--- src/rtl/dot_vec_loader.sv ---
// Assembles lanes-wide operand beats into k-element vector pairs for the dot-product unit.
// Latency: vector valid the cycle after its last beat is accepted; replaces a departing vector with no gap.
// Backpressure: buffers slot + one full fill; o_ready drops only while a completed fill is held.
module dot_vec_loader #(
  parameter int bit_width = 8,
  parameter int k         = 32,
  parameter int lanes     = 4
) (
  input  logic                              i_clk,
  input  logic                              i_rst_n,
  input  logic                              i_valid,
  output logic                              o_ready,
  input  logic [lanes-1:0][bit_width-1:0]   i_elem_a,
  input  logic [lanes-1:0][bit_width-1:0]   i_elem_b,
  input  logic                              i_clear,
  output logic                              o_vec_valid,
  input  logic                              i_vec_ready,
  output logic [k-1:0][bit_width-1:0]       o_vec_a,
  output logic [k-1:0][bit_width-1:0]       o_vec_b
);

  localparam int beats = k / lanes;
  localparam int cnt_w = (beats > 1) ? $clog2(beats) : 1;
  localparam logic [cnt_w-1:0] last_cnt = cnt_w'(beats - 1);

  typedef logic [k-1:0][bit_width-1:0] vec_t;

  logic [cnt_w-1:0] fill_cnt;
  logic             fill_full;
  vec_t             fill_a;
  vec_t             fill_b;
  vec_t             fill_a_nxt;
  vec_t             fill_b_nxt;

  logic accept;
  logic handoff;
  logic last_beat;
  logic slot_free;
  logic load_new;
  logic drain_held;

  // A clear in the same cycle suppresses the beat, including a last beat.
  assign accept     = i_valid && o_ready && !i_clear;
  assign handoff    = o_vec_valid && i_vec_ready;
  assign last_beat  = accept && (fill_cnt == last_cnt);
  assign slot_free  = !o_vec_valid || handoff;
  assign load_new   = last_beat && slot_free;
  assign drain_held = fill_full && handoff;

  assign o_ready = i_rst_n && !fill_full;

  // Fill buffer with the current beat merged in, so a last beat can go straight to the slot.
  always_comb begin
    fill_a_nxt = fill_a;
    fill_b_nxt = fill_b;
    if (accept) begin
      for (int j = 0; j < beats; j++) begin
        if (fill_cnt == cnt_w'(j)) begin
          for (int l = 0; l < lanes; l++) begin
            fill_a_nxt[j*lanes + l] = i_elem_a[l];
            fill_b_nxt[j*lanes + l] = i_elem_b[l];
          end
        end
      end
    end
  end

  always_ff @(posedge i_clk or negedge i_rst_n) begin
    if (!i_rst_n) begin
      fill_cnt  <= '0;
      fill_full <= 1'b0;
      fill_a    <= '0;
      fill_b    <= '0;
    end else begin
      if (i_clear) begin
        fill_cnt <= '0;
      end else if (accept) begin
        fill_cnt <= last_beat ? '0 : fill_cnt + cnt_w'(1);
      end

      if (accept) begin
        fill_a <= fill_a_nxt;
        fill_b <= fill_b_nxt;
      end

      if (last_beat && !slot_free) begin
        fill_full <= 1'b1;
      end else if (drain_held) begin
        fill_full <= 1'b0;
      end
    end
  end

  // Output slot: held fill has priority; it can never coincide with a new last beat.
  always_ff @(posedge i_clk or negedge i_rst_n) begin
    if (!i_rst_n) begin
      o_vec_valid <= 1'b0;
      o_vec_a     <= '0;
      o_vec_b     <= '0;
    end else begin
      if (drain_held) begin
        o_vec_a     <= fill_a;
        o_vec_b     <= fill_b;
        o_vec_valid <= 1'b1;
      end else if (load_new) begin
        o_vec_a     <= fill_a_nxt;
        o_vec_b     <= fill_b_nxt;
        o_vec_valid <= 1'b1;
      end else if (handoff) begin
        o_vec_valid <= 1'b0;
      end
    end
  end

endmodule

--- config.mk ---
export PLATFORM = sky130hd
export DESIGN_NAME = dot_vec_loader
export DESIGN_NICKNAME = d
export VERILOG_FILES = /design/src/rtl/dot_vec_loader.sv
export SDC_FILE = /design/constraint.sdc
export NUM_CORES = 1
export LEC_CHECK = 0
export ABC_AREA = 1
export CORE_MARGIN = 10
export CORE_UTILIZATION = 26
export CTS_CLUSTER_DIAMETER = 100
export DETAILED_ROUTE_END_ITERATION = 8
export GPL_TIMING_DRIVEN = 1
export PLACE_DENSITY_LB_ADDON = 0.1
export SETUP_SLACK_MARGIN = 0.02
export SLEW_MARGIN = 15
export SYNTH_ARGS = -nofsm -noshare
export SYNTH_HDL_FRONTEND = slang
export SYNTH_SLANG_ARGS = --single-unit
--- constraint.sdc ---
create_clock -name i_clk -period 5.3 [get_ports i_clk]
set_input_delay 1.325 -clock i_clk [delete_from_list [all_inputs] [get_ports i_clk]]
set_output_delay 1.325 -clock i_clk [all_outputs]
set_load 0.01 [all_outputs]
==> results of run 1 <==
power by group:
group	internal (W)	switching (W)	total, W
logic	0.000515	0.00120	0.00172
clock network	0.00549	0.00373	0.00922
registers	0.00835	0.000242	0.00859
total	0.0143	0.00518	0.0195
routing by layer:
| metal | GRT usage, % | wire length [um] | part of all wire [%] | vias up |
|---|---|---|---|---|
| li1 | - | - | - | 19247 |
| met1 | 24.4 | 81100 | 42 | 19310 |
| met2 | 32.6 | 92900 | 48 | 959 |
| met3 | 3.80 | 9300 | 4.9 | 286 |
| met4 | 7.94 | 8280 | 4.3 | 14 |
| met5 | 0 | 90 | 0.047 | - |
worst paths after layout:
check                                   startpoint                       end  slack, ns  cells past startpoint
max in group asynchronous                  i_rst_n  o_vec_a[105]$_DFFE_PN0P_       2.87                      3
min                                        i_rst_n   fill_b[208]$_DFFE_PN0P_       0.41                      1
max reg2reg                fill_cnt[2]$_DFFE_PN0P_  o_vec_a[228]$_DFFE_PN0P_       2.40                      7
max                                        i_rst_n                   o_ready       1.43                      4
min in group i_clk         fill_a[108]$_DFFE_PN0P_   fill_a[108]$_DFFE_PN0P_       0.50                      2
min reg2reg                fill_a[108]$_DFFE_PN0P_   fill_a[108]$_DFFE_PN0P_       0.50                      2
state kept, by name, summed over array words and instances (netlist names):
signal,cells
fill_a,256
fill_b,256
o_vec_a,256
o_vec_b,256
fill_cnt,3
fill_full,1
o_vec_valid,1
metrics by stage:
step	instances	cell area (sq um)	utilization (%)	total power [W]	hold slack (ns)
6_report	8782	58200	33.4	0.0195	0.415
5_1_grt	8782	58200	33.4	0.0205	0.370
4_1_cts	8781	58200	33.4	0.0199	0.346
3_3_place_gp	8551	53800	30.9	0.0104	0.482
3_5_place_dp	8551	53800	30.9	0.0105	0.485
2_1_floorplan	5942	45700	-	0.00970	0.469
synth_stat cells:
cell type / count
nand2_1: 3467
dfrtp_1: 1029
nand3_1: 517
o21ai_0: 322
buf_2: 235
inv_1: 199
clkbuf_1: 123
buf_4: 25
ha_1: 8
buf_1: 6
nor2_2: 4
inv_2: 2
nand2_4: 1
nand3_2: 1
nor2_1: 1
o22ai_1: 1
o31ai_1: 1
critical path, cell delays in order:
cell and delay (ns):
buf_8 0.24, inv_1 0.07, nor2_1 0.25, clkdlybuf4s50_1 0.61
kinds of logic (layout without fill, tap and decap cells):
kind of cell / after synthesis / after routing
buffers and inverters: 590 / 1104
other: 0 / 1
adder cells (fa/ha/maj): 8 / 8
AND/OR/NAND/NOR: 3991 / 3991
AO/OA/AOI/OAI: 324 / 324
flip-flops: 1029 / 1029
cell type report:
cell class | count | share of cell area, %
multi-input cells | 4323 | 30.1
clock buffers | 203 | 6.93
well taps | 2325 | 5.00
clock inverters | 27 | 0.615
inverters | 201 | 1.30
diodes | 1 | 0.00430
repair buffers | 673 | 11.9
flip-flops and latches | 1029 | 44.2
==> reports/summary.txt, run 1 <==
Status: finished, final reports clean
CTS H-tree depth: 4
Gr ovfl total: 0
Area Overhead vs Synth: 27.3%
Initial cell density of the core: 26.2%
Reg clk slew, reported paths: 0.06 ns
PwrDens: 335 nW/um^2
Rows: 153
Synthesized flop and latch total: 1029
First-pass GRT wire length: 283000 um
Average size of a mapped cell: 7.70 sq um
WL final: 192000 um
Worst Skew: 0.0247 ns
Root buffer cell: clkbuf_16
Crit share post-route: 72.9%
Fillers: 18332
Post-synth top area share: 56.3%
Hold WC Path Type: input port to async pin
Post-route setup slack: 1.43 ns
Post-DR vias/cell: 4.53
Post-synthesis mux area share: 0%
Clk sinks: 1029
Leak Pwr: 30.4 nW
DR vias: 39816
1st-pass router iterations: 5
Synthesized area: 45700 sq um
Crit path capture type: output port
Cell taking the most area after synthesis: dfrtp_1
1st-iter DRT viols: 2702
Post-CTS Setup Bufs: 0
Initial antenna violation count: 8
Io pins: 583
Core ar.: 174000 sq um
Post-route ant nets: 0
Vias in the first global route: 39514
Largest family of logic cells by synthesized area: simple AND/OR/NAND/NOR gates
Final hold vios: 0
Register area: 25700 sq um
Post-synthesis simple-gate area fraction: 34.2%
FMAX: 259 MHz
Syn Nets: 6019
Largest net degree at the start of global routing: 181
Worst-margin pin slew: 1.31 ns
Wirelength per Cell: 21.8 um
Critical Path AT: 2.54 ns
Warnings from Yosys: 0
Min Tclk post-route: 3.87 ns
Setup-failing EPs final: 0
Die span in x: 439 um
Top area cells in the synthesized netlist: dfrtp_1 (56%), nand2_1 (28%), nand3_1 (5.7%)
Insertion delay to the later sink of the worst-skew pair: 0.78 ns
Synth Area in Adders: 0.219%
Distinct cells, synth: 17
CTS tree: built
# DRC: 0
Multi-input logic area: 17500 sq um
DP HPWL: 121000 um
CP Max Fanout: 28
Total GRT Usage: 19.4%
Final Max Tran Viols: 0
RSZ-0062 raised after global routing: false
Layout cells sized above 1: 4.82%
Maximum vdd drop: 251 uV
Commonest non-fill, non-tap cell in the layout: nand2_1
Post-Place Setup Slack: 1.21 ns
Routability congestion estimate: 0.755
Resized cells post-CTS: 0
# nets final: 6436
Clk buf depth: 3
Register area share after synthesis: 56.3%
Post-synthesis xor/xnor area fraction: 0%
Final setup TNS: 0 ns
Worst Setup Start Kind: input port
Most frequent cells in the layout: nand2_1 (3461), dfrtp_1 (1029), clkdlybuf4s50_1 (581)
Total CTS buffers: 131
PortBufs: 582
MaxCap Viol Count: 0
Chip height: 439 um
Die ar.: 193000 sq um
Kind of critical path: input port to output port
Cts hold-fix bufs: 0
Worst Path Required: 3.97 ns
Post-Synthesis Cells: 5942
Slew HR: 12.5%
Fraction of the mapped netlist area in compound gates: 3.55%
(Power assumes the default switching activity.)
==> run 2: changes to the inputs <==
- clock period: 5.3 -> 3.2 ns (I/O delays scaled with it)
==> reports/summary.txt, run 2 (synthesis results as in run 1) <==
Post-route ant nets: 0 (unchanged)
Layout cells sized above 1: 6.22% (+1.4 points)
R2r setup slk: 0.80 ns (-1.60 ns)
WL final: 194000 um (+1.4%)
CTS tree: built
RSZ-0062 raised after global routing: false
CP max-delay cell: clkdlybuf4s50_1
Critical path cell sequence: nor2_1, clkdlybuf4s50_1
Reg clk slew, reported paths: 0.06 ns (about the same)
Status: finished, final reports clean
Critical path's largest stage delay: 0.62 ns (about the same)
Commonest non-fill, non-tap cell in the layout: nand2_1
Core ar.: 174000 sq um (unchanged)
CP Max Fanout: 4 (-86%)
Rows: 153 (unchanged)
Fillers: 18073 (-1.4%)
DP HPWL: 131000 um (+8.3%)
Slew HR: 31.9% (+19 points)
Resized cells post-CTS: 0 (unchanged)
Critical Path AT: 2.07 ns (-0.47 ns)
Worst Setup Start Kind: register
Total GRT Usage: 19.6% (+0.18 points)
FMAX: 349 MHz
Routability congestion estimate: 0.773 (+2.4%)
Io pins: 583 (unchanged)
# DRC: 0 (unchanged)
Dpl cells: 8639 (+1.0%)
Final hold vios: 0 (unchanged)
Crit path capture type: output port
Worst Skew: 0.0361 ns (+0.0114 ns)
Die ar.: 193000 sq um (unchanged)
Most frequent cells in the layout: nand2_1 (3461), dfrtp_1 (1029), clkdlybuf4s50_1 (581)
Crit share post-route: 89.6%
Clk sinks: 1029 (unchanged)
Vias in the first global route: 40039 (+1.3%)
MaxCap Viol Count: 0 (unchanged)
PwrDens: 554 nW/um^2 (+65%)
Final std cells w/o fill: 8877 (+1.1%)
Post-CTS Setup Bufs: 0 (unchanged)
Setup-failing EPs final: 0 (unchanged)
1st-pass router iterations: 7 (+2)
Initial antenna violation count: 9 (+1)
Leak Pwr: 31.1 nW (+2.2%)
Chip height: 439 um (unchanged)
Final setup TNS: 0 ns (unchanged)
Final Max Tran Viols: 0 (unchanged)
Area Overhead vs Synth: 30.0%
# nets final: 6526 (+1.4%)
Min Tclk post-route: 2.87 ns
1st-iter DRT viols: 2854 (+5.6%)
Worst Path Required: 2.40 ns (-1.57 ns)
Insertion delay to the later sink of the worst-skew pair: 0.75 ns (-0.03 ns)
Maximum vdd drop: 376 uV (+50%)
Gr ovfl total: 0 (unchanged)
Post-DR vias/cell: 4.50 (-0.77%)
Die span in x: 439 um (unchanged)
Worst-margin pin slew: 1.02 ns (-0.291 ns)
Total CTS buffers: 132 (+0.76%)
Initial cell density of the core: 26.2% (unchanged)
Root buffer cell: clkbuf_16
Hold WC Path Type: input port to async pin
PortBufs: 582 (unchanged)
Wirelength per Cell: 21.9 um (+0.27%)
CTS H-tree depth: 4 (unchanged)
First-pass GRT wire length: 284000 um (+0.69%)
Kind of critical path: register to output port
Clk buf depth: 3 (unchanged)
Largest net degree at the start of global routing: 161 (-11%)
DR vias: 39935 (+0.30%)
[run 2: cell types whose count changed in the layout (fill, tap and decap cells not counted), sizes merged]
cell / before / now
dlygate4sd3: 0 / 1
clkbuf: 203 / 190
inv: 204 / 207
clkinvlp: 2 / 1
buf: 92 / 180
clkinv: 17 / 23
diode: 1 / 4
bufinv: 5 / 13
[run 2: report_power, final]
group | leakage [nW] | switching [W] | internal (W)
Clock | 2.24 | 0.00615 | 0.00957
Sequential | 14.2 | 0.000401 | 0.0138
Combinational | 14.6 | 0.00205 | 0.000915
[run 2: timing repair]
item                                    CTS  global route
endpoints found under the setup margin    0             0
hold endpoints to repair                  2             0
hold buffers                              1             0
[run 2: final timing paths]
check	endpoint	startpoint	cells past startpoint
setup / recovery	o_ready	fill_full$_DFFE_PN0P_	2
max in group asynchronous	fill_a[192]$_DFFE_PN0P_	i_rst_n	3
setup reg to reg	o_vec_b[52]$_DFFE_PN0P_	fill_cnt[2]$_DFFE_PN0P_	6
hold reg to reg	fill_b[239]$_DFFE_PN0P_	fill_b[239]$_DFFE_PN0P_	2
min in group i_clk	fill_b[239]$_DFFE_PN0P_	fill_b[239]$_DFFE_PN0P_	2
hold / removal	o_vec_b[162]$_DFFE_PN0P_	i_rst_n	2
[run 2: routing by layer]
layer,wire length (um),vias to the layer above,global-route usage [%]
met1,82300,19398,24.4
met2,96400,865,34.0
met4,7000,10,6.62
met3,8580,245,3.50
met5,60,-,0
li1,-,19417,-
[run 2: area by class of cell]
type,count,area [sq um],area share (%)
Sequential cell,1029,25700,43.3
Multi-Input combinational cell,4323,17500,29.5
Timing Repair Buffer,762,7970,13.4
Clock buffer,190,3920,6.59
Tap cell,2325,2910,4.89
Inverter,201,754,1.27
Clock inverter,43,622,1.05
Antenna cell,4,10.0,0.0168
[run 2: critical path: cells and delay by family, from the launching register on]
family                 cells  cell delay [ns]
buffers and inverters      1             0.62
and+or+nand+nor            1             0.27
DFF                        1             0.44
[run 2: metrics by stage]
step                      hold slack (ns)  setup slack (ns)  util [%]  instance area, sq um  total power (W)
after floorplan                     0.469              1.30         -                 45700           0.0161
after global placement              0.482             0.313      31.5                 54900           0.0174
after detailed placement            0.484             0.279      31.5                 54900           0.0175
after CTS                           0.126             0.263      34.1                 59400           0.0334
after global routing                0.126             0.255      34.1                 59400           0.0344
final                               0.138             0.332      34.1                 59400           0.0329
==> RTL edit, RTL diff (config.mk and constraints of run 2) <==
The parameter `bit_width` goes from 8 to 12.
--- a/src/rtl/dot_vec_loader.sv
+++ b/src/rtl/dot_vec_loader.sv
@@ -4,3 +4,3 @@
 module dot_vec_loader #(
-  parameter int bit_width = 8,
+  parameter int bit_width = 12,
   parameter int k         = 32,
Interface: changed (resized i_elem_a, i_elem_b, o_vec_a and o_vec_b); port bits go from 583 to 871. The function was not compared with the original's and may differ.
==> RTL edit against run 2 <==
  * Area after synthesis increased by 49%
  * Clock power is 38% higher
  * Worst setup slack got worse by 70 ps
  * Wire length is 53% higher
  * Cell area grew 49%
  * Count of clock-buffer cells in the layout grew 91
  * Sequential cell count up 512
  * Via count grew 53%
  * Power is 44% higher
  * Utilization decreased by 0.15 points
  * Combinational power grew 51%
  * Critical path depth rose by 1
  * Critical path type unchanged
  * Critical endpoint unchanged
  * Largest power group unchanged
==> RTL edit: results (changes against run 2) <==
Finish
  – Layout cells sized above 1: 5.80% (-0.41 points)
  – Signal inverters: 297 (+48%)
  – ANT cells: 21 (+17)
  – Sequential cell area: 0.0386 mm^2 (+50%)
  – Count of plain and timing-repair buffers in the layout: 1136 (+49%)
  – Multi-input gate share of total cell area: 29.5% (+0.067 points)
  – #MultiIn Comb: 6467 (+50%)
  – Nets: 9739 (+49%)
  – CLK BUF: 281 (+48%)

GRT
  – Initial antenna violation count: 40 (+31)
  – First-pass GRT wire length: 432 mm (+52%)
  – Largest net degree at the start of global routing: 154 (-4.3%)
  – Vias in the first global route: 58601 (+46%)
  – GR Util met3: 3.56% (+0.063 points)
  – Grt met2 use: 29.8% (-4.1 points)
  – Grt met1 use: 29.4% (+5.0 points)

Route
  – WL met2: 129 mm (+34%)
  – Routed len/inst: 22.3 um (+2.1%)
  – DR pass1 iterations: 8 (+1)
  – Wl on met1: 142 mm (+72%)
  – DR WL met3: 16.5 mm (+92%)
  – Iteration-0 DRC Markers: 5693 (+99%)
  – Vias per cell: 4.60 (+2.2%)

Worst setup path
  – Reg2reg start: fill_cnt[1]$_DFFE_PN0P_
  – RR Endpoint: o_vec_a[83]$_DFFE_PN0P_
  – Reg-to-reg slack, setup: 930 ps (+130 ps)
  – Slowest cell delay on critical path: 570 ps (-50 ps)
  – Arrival @ worst endpoint: 2140 ps (+70 ps)

Placed design
  – Number of I/O port buffers: 870 (+49%)
  – Post-DP HPWL: 204 mm (+56%)
  – GP Congestion: 0.835 (+8.0%)
  – Placed inst area: 0.0821 mm^2 (+50%)
  – Cell count after placement: 12936 (+50%)
  – Pre-CTS WS: 231 ps (-48.7 ps)

Synthesis
  – Syn nets: 9005 (+50%)
  – Yosys warns: 0 (unchanged)
  – Post-synthesis cell type count: 19 (+2)
  – Syn Inst Count: 8896 (+50%)
  – Number of synthesized register bits: 1541 (+50%)
  – Area contributors post-synth: dfrtp_1 (57%), nand2_1 (29%), nand3_1 (5.7%)
  – List of most frequent post-synthesis cells: nand2_1 (5196), dfrtp_1 (1541), nand3_1 (772), o21ai_0 (482), clkbuf_1 (328)

STA
  – Worst slew margin relative to its limit: 25.9% (-6.1 points)
  – Final min period: 2940 ps (+70.0 ps)
  – Min Hold Slack: 500 ps (+362 ps)
  – Worst Clk Skew: 39.3 ps (+3.23 ps)

Power
  – Worst vdd ir: 619 uV (+64%)
  – Total leakage power: 46.1 nW (+48%)

CTS
  – Skew-Pair Late Insertion Delay: 860 ps (+110 ps)
  – CTS Buf Count: 187 (+42%)

Outcome
  – Outcome: completed

Min path
  – Worst Hold Class: flop to flop
  – Hold Crit Depth: 2
-- RTL edit: what timing repair did --
item / in CTS / in global routing
endpoints found under the hold margin: 17 / 0
hold buffers: 1 / 0
buffers inserted: 0 / 0
-- RTL edit: kinds of logic (layout without fill, tap and decap cells) --
logic type | count (synthesis) | after routing | synth area share (%)
adder cells (fa/ha/maj) | 8 | 8 | 0.147
AND/OR/NAND/NOR | 5975 | 5975 | 34.4
other | 0 | 21 | 0
flip-flops | 1541 | 1541 | 56.6
AO/OA/AOI/OAI | 484 | 484 | 3.56
buffers and inverters | 888 | 1765 | 5.35
-- RTL edit: power by group --
part	switching [W]	total, W	internal [W]
clock network	0.00900	0.0216	0.0126
logic	0.00310	0.00447	0.00137
registers	0.000599	0.0213	0.0207
total	0.0127	0.0474	0.0347
